### config.mk
export PLATFORM = sky130hd
export DESIGN_NAME = wb_fetch_arbiter
export DESIGN_NICKNAME = d
export VERILOG_FILES = /design/src/rtl/wb_fetch_arbiter.sv
export SDC_FILE = /design/constraint.sdc
export NUM_CORES = 1
export LEC_CHECK = 0
export CAP_MARGIN = 20
export CORE_AREA = 2 2 125 127
export CTS_CLUSTER_SIZE = 28
export DETAILED_ROUTE_END_ITERATION = 10
export DIE_AREA = 0 0 127 129
export PLACE_DENSITY_LB_ADDON = 0.2
export SKIP_LAST_GASP = 1
export SLEW_MARGIN = 20
export SYNTH_ARGS = -nofsm -noshare
export SYNTH_HDL_FRONTEND = slang
export SYNTH_SLANG_ARGS = --single-unit
### constraint.sdc
create_clock -name clk_i -period 2.9 [get_ports clk_i]
set_input_delay 0.58 -clock clk_i [delete_from_list [all_inputs] [get_ports clk_i]]
set_output_delay 0.58 -clock clk_i [all_outputs]
set_load 0.02 [all_outputs]
### src/rtl/wb_fetch_arbiter.sv
// Two-master pipelined Wishbone arbiter. Instruction fetch (ins) and the data stage (dat)
// share one downstream port. Data wins by default, and a starvation counter protects fetch.
module wb_fetch_arbiter #(
    parameter int unsigned STARVE_MAX = 8,
    parameter int unsigned OUTS_MAX   = 15
) (
    input  logic        clk_i,
    input  logic        rst_i,

    input  logic        ins_cyc,
    input  logic        ins_stb,
    input  logic        ins_we,
    input  logic [3:0]  ins_sel,
    input  logic [31:0] ins_adr,
    input  logic [31:0] ins_wdat,
    output logic [31:0] ins_rdat,
    output logic        ins_ack,
    output logic        ins_stall,

    input  logic        dat_cyc,
    input  logic        dat_stb,
    input  logic        dat_we,
    input  logic [3:0]  dat_sel,
    input  logic [31:0] dat_adr,
    input  logic [31:0] dat_wdat,
    output logic [31:0] dat_rdat,
    output logic        dat_ack,
    output logic        dat_stall,

    output logic        bus_cyc,
    output logic        bus_stb,
    output logic        bus_we,
    output logic [3:0]  bus_sel,
    output logic [31:0] bus_adr,
    output logic [31:0] bus_wdat,
    input  logic [31:0] bus_rdat,
    input  logic        bus_ack,
    input  logic        bus_stall,

    output logic [1:0]  grant,
    output logic [3:0]  outstanding
);

    localparam logic [3:0] STARVE_LIM = 4'(STARVE_MAX);
    localparam logic [3:0] OUTS_LIM   = 4'(OUTS_MAX);

    // Encoding doubles as the one-hot grant vector.
    typedef enum logic [1:0] {
        S_IDLE = 2'b00,
        S_INS  = 2'b01,
        S_DAT  = 2'b10
    } state_t;

    state_t      state;
    state_t      state_nxt;
    logic [3:0]  starve_cnt;

    logic        own_cyc;
    logic        own_stb;
    logic        own_we;
    logic [3:0]  own_sel;
    logic [31:0] own_adr;
    logic [31:0] own_wdat;
    logic        outs_full;
    logic        accept;

    // NOTE: sequential state uses non-blocking assignments so every flop samples
    // the pre-edge values, independent of process evaluation order.
    always_ff @(posedge clk_i or posedge rst_i) begin
        if (rst_i) begin
            state <= S_IDLE;
        end else begin
            state <= state_nxt;
        end
    end

    always_comb begin
        // NOTE: default assignment first, so no path through the case leaves
        // state_nxt unassigned and infers a latch.
        state_nxt = state;
        case (state)
            S_IDLE: begin
                if (ins_cyc && dat_cyc) begin
                    state_nxt = (starve_cnt >= STARVE_LIM) ? S_INS : S_DAT;
                end else if (ins_cyc) begin
                    state_nxt = S_INS;
                end else if (dat_cyc) begin
                    state_nxt = S_DAT;
                end
            end
            S_INS:   if (!ins_cyc) state_nxt = S_IDLE;
            S_DAT:   if (!dat_cyc) state_nxt = S_IDLE;
            default: state_nxt = S_IDLE;
        endcase
    end

    assign outs_full = (outstanding == OUTS_LIM);

    // Every bus output is decoded from the state register, so an asynchronous
    // reset releases the bus immediately, without waiting for a clock edge.
    always_comb begin
        own_cyc  = 1'b0;
        own_stb  = 1'b0;
        own_we   = 1'b0;
        own_sel  = '0;
        own_adr  = '0;
        own_wdat = '0;
        case (state)
            S_INS: begin
                own_cyc  = ins_cyc;
                own_stb  = ins_stb;
                own_we   = ins_we;
                own_sel  = ins_sel;
                own_adr  = ins_adr;
                own_wdat = ins_wdat;
            end
            S_DAT: begin
                own_cyc  = dat_cyc;
                own_stb  = dat_stb;
                own_we   = dat_we;
                own_sel  = dat_sel;
                own_adr  = dat_adr;
                own_wdat = dat_wdat;
            end
            default: ;
        endcase

        bus_cyc  = own_cyc;
        bus_stb  = own_cyc & own_stb & ~outs_full;
        bus_we   = own_we;
        bus_sel  = own_sel;
        bus_adr  = own_adr;
        bus_wdat = own_wdat;

        // Acks are forwarded only to an owner that still holds cyc, so acks
        // belonging to a flushed cycle, or arriving while idle, are dropped.
        ins_ack   = (state == S_INS) & ins_cyc & bus_ack;
        ins_stall = (state != S_INS) | bus_stall | outs_full;
        dat_ack   = (state == S_DAT) & dat_cyc & bus_ack;
        dat_stall = (state != S_DAT) | bus_stall | outs_full;
        ins_rdat  = bus_rdat;
        dat_rdat  = bus_rdat;
    end

    assign grant  = state;
    assign accept = bus_stb & ~bus_stall;

    always_ff @(posedge clk_i or posedge rst_i) begin
        if (rst_i) begin
            outstanding <= '0;
        end else if (!own_cyc) begin
            outstanding <= '0;
        end else begin
            case ({accept, bus_ack})
                2'b10:   if (!outs_full) outstanding <= outstanding + 4'd1;
                2'b01:   if (outstanding != 4'd0) outstanding <= outstanding - 4'd1;
                default: ;
            endcase
        end
    end

    always_ff @(posedge clk_i or posedge rst_i) begin
        if (rst_i) begin
            starve_cnt <= '0;
        end else if (state == S_IDLE && state_nxt == S_INS) begin
            starve_cnt <= '0;
        end else if (ins_cyc && state != S_INS && starve_cnt < STARVE_LIM) begin
            starve_cnt <= starve_cnt + 4'd1;
        end
    end

endmodule

==> run summary, run 1 <==
TIMING
-----------------------------------------------------------------------------------------------------------------
Clock skew after layout                                                                               0.000323 ns
Final setup violation count                                                                                     0
Period utilization                                                                                          0.973
Smallest hold slack                                                                                      0.548 ns
Worst-Margin Slew                                                                                        0.466 ns
Worst setup margin                                                                                      0.0777 ns
Shortest clock period the worst path allows after layout                                                  2.82 ns
Final Hold Vio Count                                                                                            0
Max-slew headroom at the worst pin                                                                          0.687
Final-layout setup total negative slack                                                                      0 ns
Number of max-slew violations in the final report                                                               0
Unrepaired setup endpoints after global routing                                                              true
Maximum clock rate                                                                                        354 MHz

FLOORPLAN
-----------------------------------------------------------------------------------------------------------------
Number of rows in the core area                                                                                45
Width of the die                                                                                           127 um
Area of the core                                                                                      0.0150 mm^2
Die boundary height                                                                                        129 um
Total I/O pin count                                                                                           323
Initial cell density of the core                                                                            0.155
Die footprint                                                                                         0.0164 mm^2

GLOBAL ROUTE
-----------------------------------------------------------------------------------------------------------------
GR met2 Demand/Resource                                                                                     0.203
Vias in the first global route                                                                               2737
Overall Global Routing Usage                                                                                0.114
Total grt overflow                                                                                              0
Wire length of the first global-routing pass                                                             15100 um
Met3 Usage GRT                                                                                             0.0279
Met1 layer usage reported by global route                                                                   0.139
Maximum number of pins on one net before global-route repair                                                   43
Busiest grt layer                                                                                            met2
Number of antenna violations at the first check in global routing                                               0

YOSYS
-----------------------------------------------------------------------------------------------------------------
Simple-Gate Fraction of Synth Area                                                                          0.243
Arithmetic-cell share of the synthesized area counting full adders, half adders and majority gates         0.0519
Synthesis Warnings                                                                                              0
Area share of the largest cell type after synthesis                                                         0.227
Compound-gate portion of the synthesized area                                                               0.297
Average size of a mapped cell                                                                           7.52 um^2
Largest area contributor in the synthesized netlist                                                       a22oi_1
Fraction of the yosys area taken by sequential cells                                                        0.108
Post-synthesis sequential element count                                                                        10
Ranking of synthesized cells by area                                                                 a22oi_1 (23%), buf_4 (21%), nor2b_1 (19%), dfrtp_1 (11%), ha_1 (4.3%)
Mux cell area share after synthesis                                                                        0.0173
Largest family of logic cells by synthesized area                                                    compound AO/OA/AOI/OAI gates
Xor-xnor portion of the synthesized cell area                                                              0.0189
Mapped cell area                                                                                     0.00231 mm^2
Post-synth net total                                                                                          495
Library cells used by synthesis                                                                                35
Synthesized instance count                                                                                    308

OUTCOME
-----------------------------------------------------------------------------------------------------------------
Result of the run                                                                                       completed

CELLS AND AREA
-----------------------------------------------------------------------------------------------------------------
Total of fill cells in the finished design                                                                   1576
Net count, final                                                                                              649
Share of final-layout standard cells stronger than drive strength 1                                        0.0607
Multi-input combinational cell area                                                                  0.00147 mm^2
Storage element area                                                                                     253 um^2
Post-route insts no fill                                                                                      649
Commonest non-fill, non-tap cell in the layout                                                       clkdlybuf4s50_1
Commonest cells after routing, fill and taps aside                                                   clkdlybuf4s50_1 (220), a22oi_1 (70), nor2b_1 (69), inv_1 (9), nor2_1 (9)
# diodes                                                                                                        0
Area growth from synthesis to layout                                                                        94.5%

SETUP PATH
-----------------------------------------------------------------------------------------------------------------
Type of the worst setup path                                                                           reg -> out
Kind of end point of the critical path                                                                 output pin
Nature of the critical path startpoint                                                                   register
Required time of the critical path                                                                        2.32 ns
Maximum fanout along the worst path                                                                            42
CP Data Arrival Time                                                                                      2.24 ns

PWR
-----------------------------------------------------------------------------------------------------------------
Sequential share of power                                                                                   0.080
Switching power summed over all nets                                                                    0.00162 W
Leak pwr                                                                                                  1.67 nW
Power density over the cells                                                                          780 mW/mm^2
Share of power burned in combinational logic                                                                0.844
Switch share                                                                                                0.460
Internal cell power                                                                                     0.00190 W
Worst vdd ir                                                                                             0.353 mV
Portion of total power attributed to the clock network                                                      0.077

PLACEMENT
-----------------------------------------------------------------------------------------------------------------
Pre-CTS setup slack                                                                                      0.116 ns
Cell Count Post-Placement                                                                                     645
RePlAce Congestion                                                                                          0.742
Placed wire-length estimate                                                                               8170 um
Number of I/O port buffers                                                                                    226

CTS
-----------------------------------------------------------------------------------------------------------------
Number of CTS-inserted buffers                                                                                  3
Worst skew pair latency                                                                                   0.23 ns
CTS tree                                                                                                     done
Worst-path clk slew                                                                                       0.04 ns
Clock net sink count                                                                                           10
H-tree levels                                                                                                   1
CTS Buffer Depth                                                                                                2
Root Driver                                                                                             clkbuf_16

DRT
-----------------------------------------------------------------------------------------------------------------
Vias per cell                                                                                                4.19
Detailed-route wire length                                                                               10400 um
Per-cell routed wire length                                                                               16.0 um
Count of TritonRoute iterations in the first routing pass                                                       4
Post-detailed-route DRC marker count                                                                            0
Overall via count from detail_route                                                                          2721
Antenna Nets Post-Route                                                                                         0
Number of violations reported at the end of detailed-routing iteration 0                                      117

RUN
-----------------------------------------------------------------------------------------------------------------
Count of maximum capacitance violations                                                                         0

MIN PATH
-----------------------------------------------------------------------------------------------------------------
Hold Path Class                                                                                        reg -> reg

area by class of cell:
cell class,count,share of cell area
multi-input combinational,201,0.326
timing repair buffer,236,0.537
tap,188,0.0522
inverter,10,0.00834
sequential,10,0.0561
clock buffer,4,0.0197
power groups by stage:
stage          Sequential, W  Combinational (W)  Clock [W]
3_3_place_gp        0.000274            0.00296          0
5_1_grt             0.000291            0.00320   0.000283
3_5_place_dp        0.000277            0.00298          0
2_1_floorplan       0.000284            0.00175          0
4_1_cts             0.000281            0.00300   0.000275
6_report            0.000280            0.00296   0.000270
routing by layer:
layer,vias to the layer above,wire length (um)
li1,1319,-
met1,1255,4170
met2,128,5240
met3,19,846
met4,0,127
met5,-,0
worst max-delay path: stages, from the launching register on:
cell and delay, ns:
dfrtp_2 0.44, inv_1 0.15, ha_4 0.25, buf_12 0.24, a22oi_1 0.10, nor2b_1 0.13, clkdlybuf4s50_1 0.66
metrics by stage:
stage                util  power (W)  cell area, um^2
floorplan               -    0.00203             2310
global placement    0.293    0.00324             4380
detailed placement  0.293    0.00326             4380
CTS                 0.300    0.00356             4490
global route        0.301    0.00378             4500
finish              0.301    0.00351             4500
Yosys cell counts:
master,number
a22oi_1,70
nor2b_1,69
buf_4,64
clkbuf_1,21
dfrtp_1,10
inv_1,9
nor2_1,9
ha_1,8
nand2_1,8
a21oi_1,5
and3_1,5
xnor2_1,3
a22o_4,2
mux2_4,2
nor3_1,2
xor2_1,2
a21boi_0,1
a21o_1,1
a21oi_2,1
a41oi_2,1
a41oi_4,1
and2_1,1
buf_1,1
buf_6,1
fa_1,1
inv_2,1
mux2i_1,1
nand4_1,1
nor4_1,1
o211ai_1,1
o21ai_0,1
o21ai_1,1
o21ba_2,1
o22ai_1,1
or3_1,1
sequential cells by signal (all words and copies together) (netlist names):
signal	count
grant	2
outstanding	4
starve_cnt	4
logic make-up (layout without fill, tap and decap cells):
logic type                 after synthesis  count (layout)
AOI/OAI and AO/OA                       87              87
xor gates and xnor gates                 5               5
adders and majority gates                9               9
buffers and inverters                   97             250
DFF                                     10              10
muxes                                    3               3
and+or+nand+nor                         97              97
path summary, 6_finish.rpt:
kind	from	to	slack, ns	cells past startpoint
worst max-delay path	grant[1]	bus_adr[0]	0.08	6
worst min-delay path	starve_cnt[2]	starve_cnt[2]	0.55	2
worst max register to register	grant[0]	outstanding[3]	0.26	11
worst min register to register	starve_cnt[2]	starve_cnt[2]	0.55	2
max in group asynchronous	rst_i	grant[0]	1.99	2
min in group asynchronous	rst_i	starve_cnt[1]	0.62	2
what timing repair did:
item,in CTS,in global routing
buffers inserted,0,0
endpoints found under the setup margin,39,17
resized for setup,5,6
gates cloned,0,0
hold buffers,0,0
endpoints found under the hold margin,0,0
No activity file was read; power rests on OpenSTA's default activity.
==> run 2: changes to the inputs <==
- CORE_AREA: 2 2 125 127 -> 2 2 127 129
- DIE_AREA: 0 0 127 129 -> 0 0 129 131
- clock period: 2.9 -> 2.5 ns (I/O delays scaled with it)
==> run summary, run 2 (synthesis gave the netlist of run 1 again) <==
SETUP PATH
---------------------------------------------------------------------------------------
Maximum fanout along the worst path                                                   9   was 42
Required time of the critical path                                              2.00 ns   was 2.32 ns
Reg-to-Reg Start                                                               grant[1]   was grant[0]
Type of the worst setup path                                                 reg -> out   unchanged
Critical Path Source                                                           grant[1]   unchanged
CP Data Arrival Time                                                            1.93 ns   was 2.24 ns
Nature of the critical path startpoint                                         register   unchanged
Kind of end point of the critical path                                       output pin   unchanged

PWR
---------------------------------------------------------------------------------------
Internal cell power                                                           0.00210 W   was 0.00190 W
Power density over the cells                                                859 mW/mm^2   was 780 mW/mm^2
Leak pwr                                                                        1.99 nW   was 1.67 nW
Portion of total power attributed to the clock network                            0.072   was 0.077
Share of power burned in combinational logic                                      0.853   was 0.844
Switching power summed over all nets                                          0.00185 W   was 0.00162 W
Overall power                                                                 0.00396 W   was 0.00351 W
Worst vdd ir                                                                   0.406 mV   was 0.353 mV
Switch share                                                                      0.468   was 0.460
Sequential share of power                                                         0.074   was 0.080

CTS
---------------------------------------------------------------------------------------
Hold-fix buffers at CTS                                                               0   unchanged
H-tree levels                                                                         1   unchanged
Number of CTS-inserted buffers                                                        3   unchanged
CTS Buffer Depth                                                                      2   unchanged
Worst-path clk slew                                                             0.04 ns   about the same
CTS tree                                                                           done   unchanged
Worst skew pair latency                                                         0.23 ns   about the same
Clock net sink count                                                                 10   unchanged
Root Driver                                                                   clkbuf_16   unchanged
Post-CTS Setup Repair Bufs                                                            0   unchanged

OUTCOME
---------------------------------------------------------------------------------------
Result of the run                                                             completed   unchanged

GLOBAL ROUTE
---------------------------------------------------------------------------------------
Maximum number of pins on one net before global-route repair                         40   was 43
Overall Global Routing Usage                                                      0.105   was 0.114
Wire length of the first global-routing pass                                   14200 um   was 15100 um
Vias in the first global route                                                     2670   was 2737
Number of antenna violations at the first check in global routing                     0   unchanged
Total grt overflow                                                                    0   unchanged

TIMING
---------------------------------------------------------------------------------------
Worst-Margin Slew                                                              0.452 ns   was 0.466 ns
Max-slew headroom at the worst pin                                                0.696   was 0.687
Unrepaired setup endpoints after global routing                                    true   unchanged
Shortest clock period the worst path allows after layout                        2.43 ns
Final Hold Vio Count                                                                  0   unchanged
Final setup violation count                                                           0   unchanged
Worst setup margin                                                            0.0661 ns   was 0.0777 ns
Number of max-slew violations in the final report                                     0   unchanged
Clock skew after layout                                                     0.000703 ns   was 0.000323 ns
Maximum clock rate                                                              411 MHz
Period utilization                                                                0.974

FLOORPLAN
---------------------------------------------------------------------------------------
Area of the core                                                            0.0156 mm^2   was 0.0150 mm^2
Die footprint                                                               0.0169 mm^2   was 0.0164 mm^2
Initial cell density of the core                                                  0.148   was 0.155
Total I/O pin count                                                                 323   unchanged
Die boundary height                                                              131 um   was 129 um
Width of the die                                                                 129 um   was 127 um
Number of rows in the core area                                                      46   was 45

PLACEMENT
---------------------------------------------------------------------------------------
Number of I/O port buffers                                                          226   unchanged
Placed wire-length estimate                                                     8440 um   was 8170 um
Pre-CTS setup slack                                                          -0.0832 ns   was 0.116 ns
RePlAce Congestion                                                                0.747   was 0.742

MIN PATH
---------------------------------------------------------------------------------------
Hold Path Class                                                              reg -> reg   unchanged
Hold Crit Start                                                            starve_cnt[3]   was starve_cnt[2]

DRT
---------------------------------------------------------------------------------------
Vias per cell                                                                      4.00   was 4.19
Count of TritonRoute iterations in the first routing pass                             4   unchanged
Post-detailed-route DRC marker count                                                  0   unchanged
Overall via count from detail_route                                                2765   was 2721
Antenna Nets Post-Route                                                               0   unchanged
Number of violations reported at the end of detailed-routing iteration 0             73   was 117
Per-cell routed wire length                                                     14.7 um   was 16.0 um
Detailed-route wire length                                                     10100 um   was 10400 um

CELLS AND AREA
---------------------------------------------------------------------------------------
Share of final-layout standard cells stronger than drive strength 1              0.0884   was 0.0607
Commonest cells after routing, fill and taps aside                         clkdlybuf4s50_1 (152), dlygate4sd2_1 (71), a22oi_1 (70), nor2b_1 (69), buf_4 (13)   was clkdlybuf4s50_1 (220), a22oi_1 (70), nor2b_1 (69), inv_1 (9), nor2_1 (9)
Net count, final                                                                    663   was 649
Finished Core Util                                                                0.295   was 0.301
# diodes                                                                              0   unchanged
Commonest non-fill, non-tap cell in the layout                             clkdlybuf4s50_1   unchanged
Area growth from synthesis to layout                                              98.9%   was 94.5%
Total of fill cells in the finished design                                         1695   was 1576

RUN
---------------------------------------------------------------------------------------
Count of maximum capacitance violations                                               0   unchanged

==> run 2: routing by layer <==
metal	track usage	up-vias	share of wire	routed length (um)
li1	-	1347	-	-
met1	0.116	1263	0.37	3780
met2	0.206	139	0.54	5450
met3	0.0195	16	0.079	799
met4	0.0230	0	0.0093	94
met5	0	-	0	0
==> run 2: area by class of cell <==
class	instances	area [um^2]	share of cell area
timing repair buffer	250	2490	0.540
multi-input combinational	201	1480	0.321
tap	216	270	0.0587
sequential	10	251	0.0546
clock buffer	4	78.8	0.0171
inverter	10	37.5	0.00815
==> run 2: worst max-delay path: stages, from the launching register on <==
cell and delay, ns:
dfrtp_1 0.41, inv_1 0.10, ha_2 0.23, buf_12 0.16
buf_4 0.15, nand2_1 0.05, clkdlybuf4s50_1 0.60
==> run 2: timing repair <==
| item | in CTS | in global routing |
|---|---|---|
| resized for setup | 72 | 7 |
| hold endpoints to repair | 0 | 0 |
| endpoints found under the setup margin | 72 | 13 |
| pin swaps | 0 | 1 |
==> run 2: power by group through the flow <==
stage / combinational (W) / clock [W] / sequential (W)
2_1_floorplan: 0.00204 / 0 / 0.000330
3_3_place_gp: 0.00367 / 0 / 0.000291
3_5_place_dp: 0.00368 / 0 / 0.000293
4_1_cts: 0.00342 / 0.000295 / 0.000291
5_1_grt: 0.00368 / 0.000302 / 0.000302
6_report: 0.00338 / 0.000286 / 0.000294
==> run 2: worst paths after layout <==
| check | cells past startpoint | slack [ns] | end |
|---|---|---|---|
| max in group asynchronous | 2 | 1.68 | grant[0] |
| worst max register to register | 11 | 0.08 | outstanding[3] |
| worst min register to register | 2 | 0.53 | starve_cnt[3] |
| worst max-delay path | 6 | 0.07 | ins_stall |
| worst min-delay path | 2 | 0.53 | starve_cnt[3] |
| min in group asynchronous | 2 | 0.54 | outstanding[0] |
==> run 2: stage by stage <==
stage                     std cells  TNS [ns]  hold WS [ns]  cell area [um^2]
final                           691         0         0.535              4600
after global placement          687   -0.0821         0.526              4590
after CTS                       691         0         0.550              4580
after global routing            691    -0.115         0.561              4600
after floorplan                 308         0         0.340              2320
after detailed placement        687    -0.120         0.526              4590
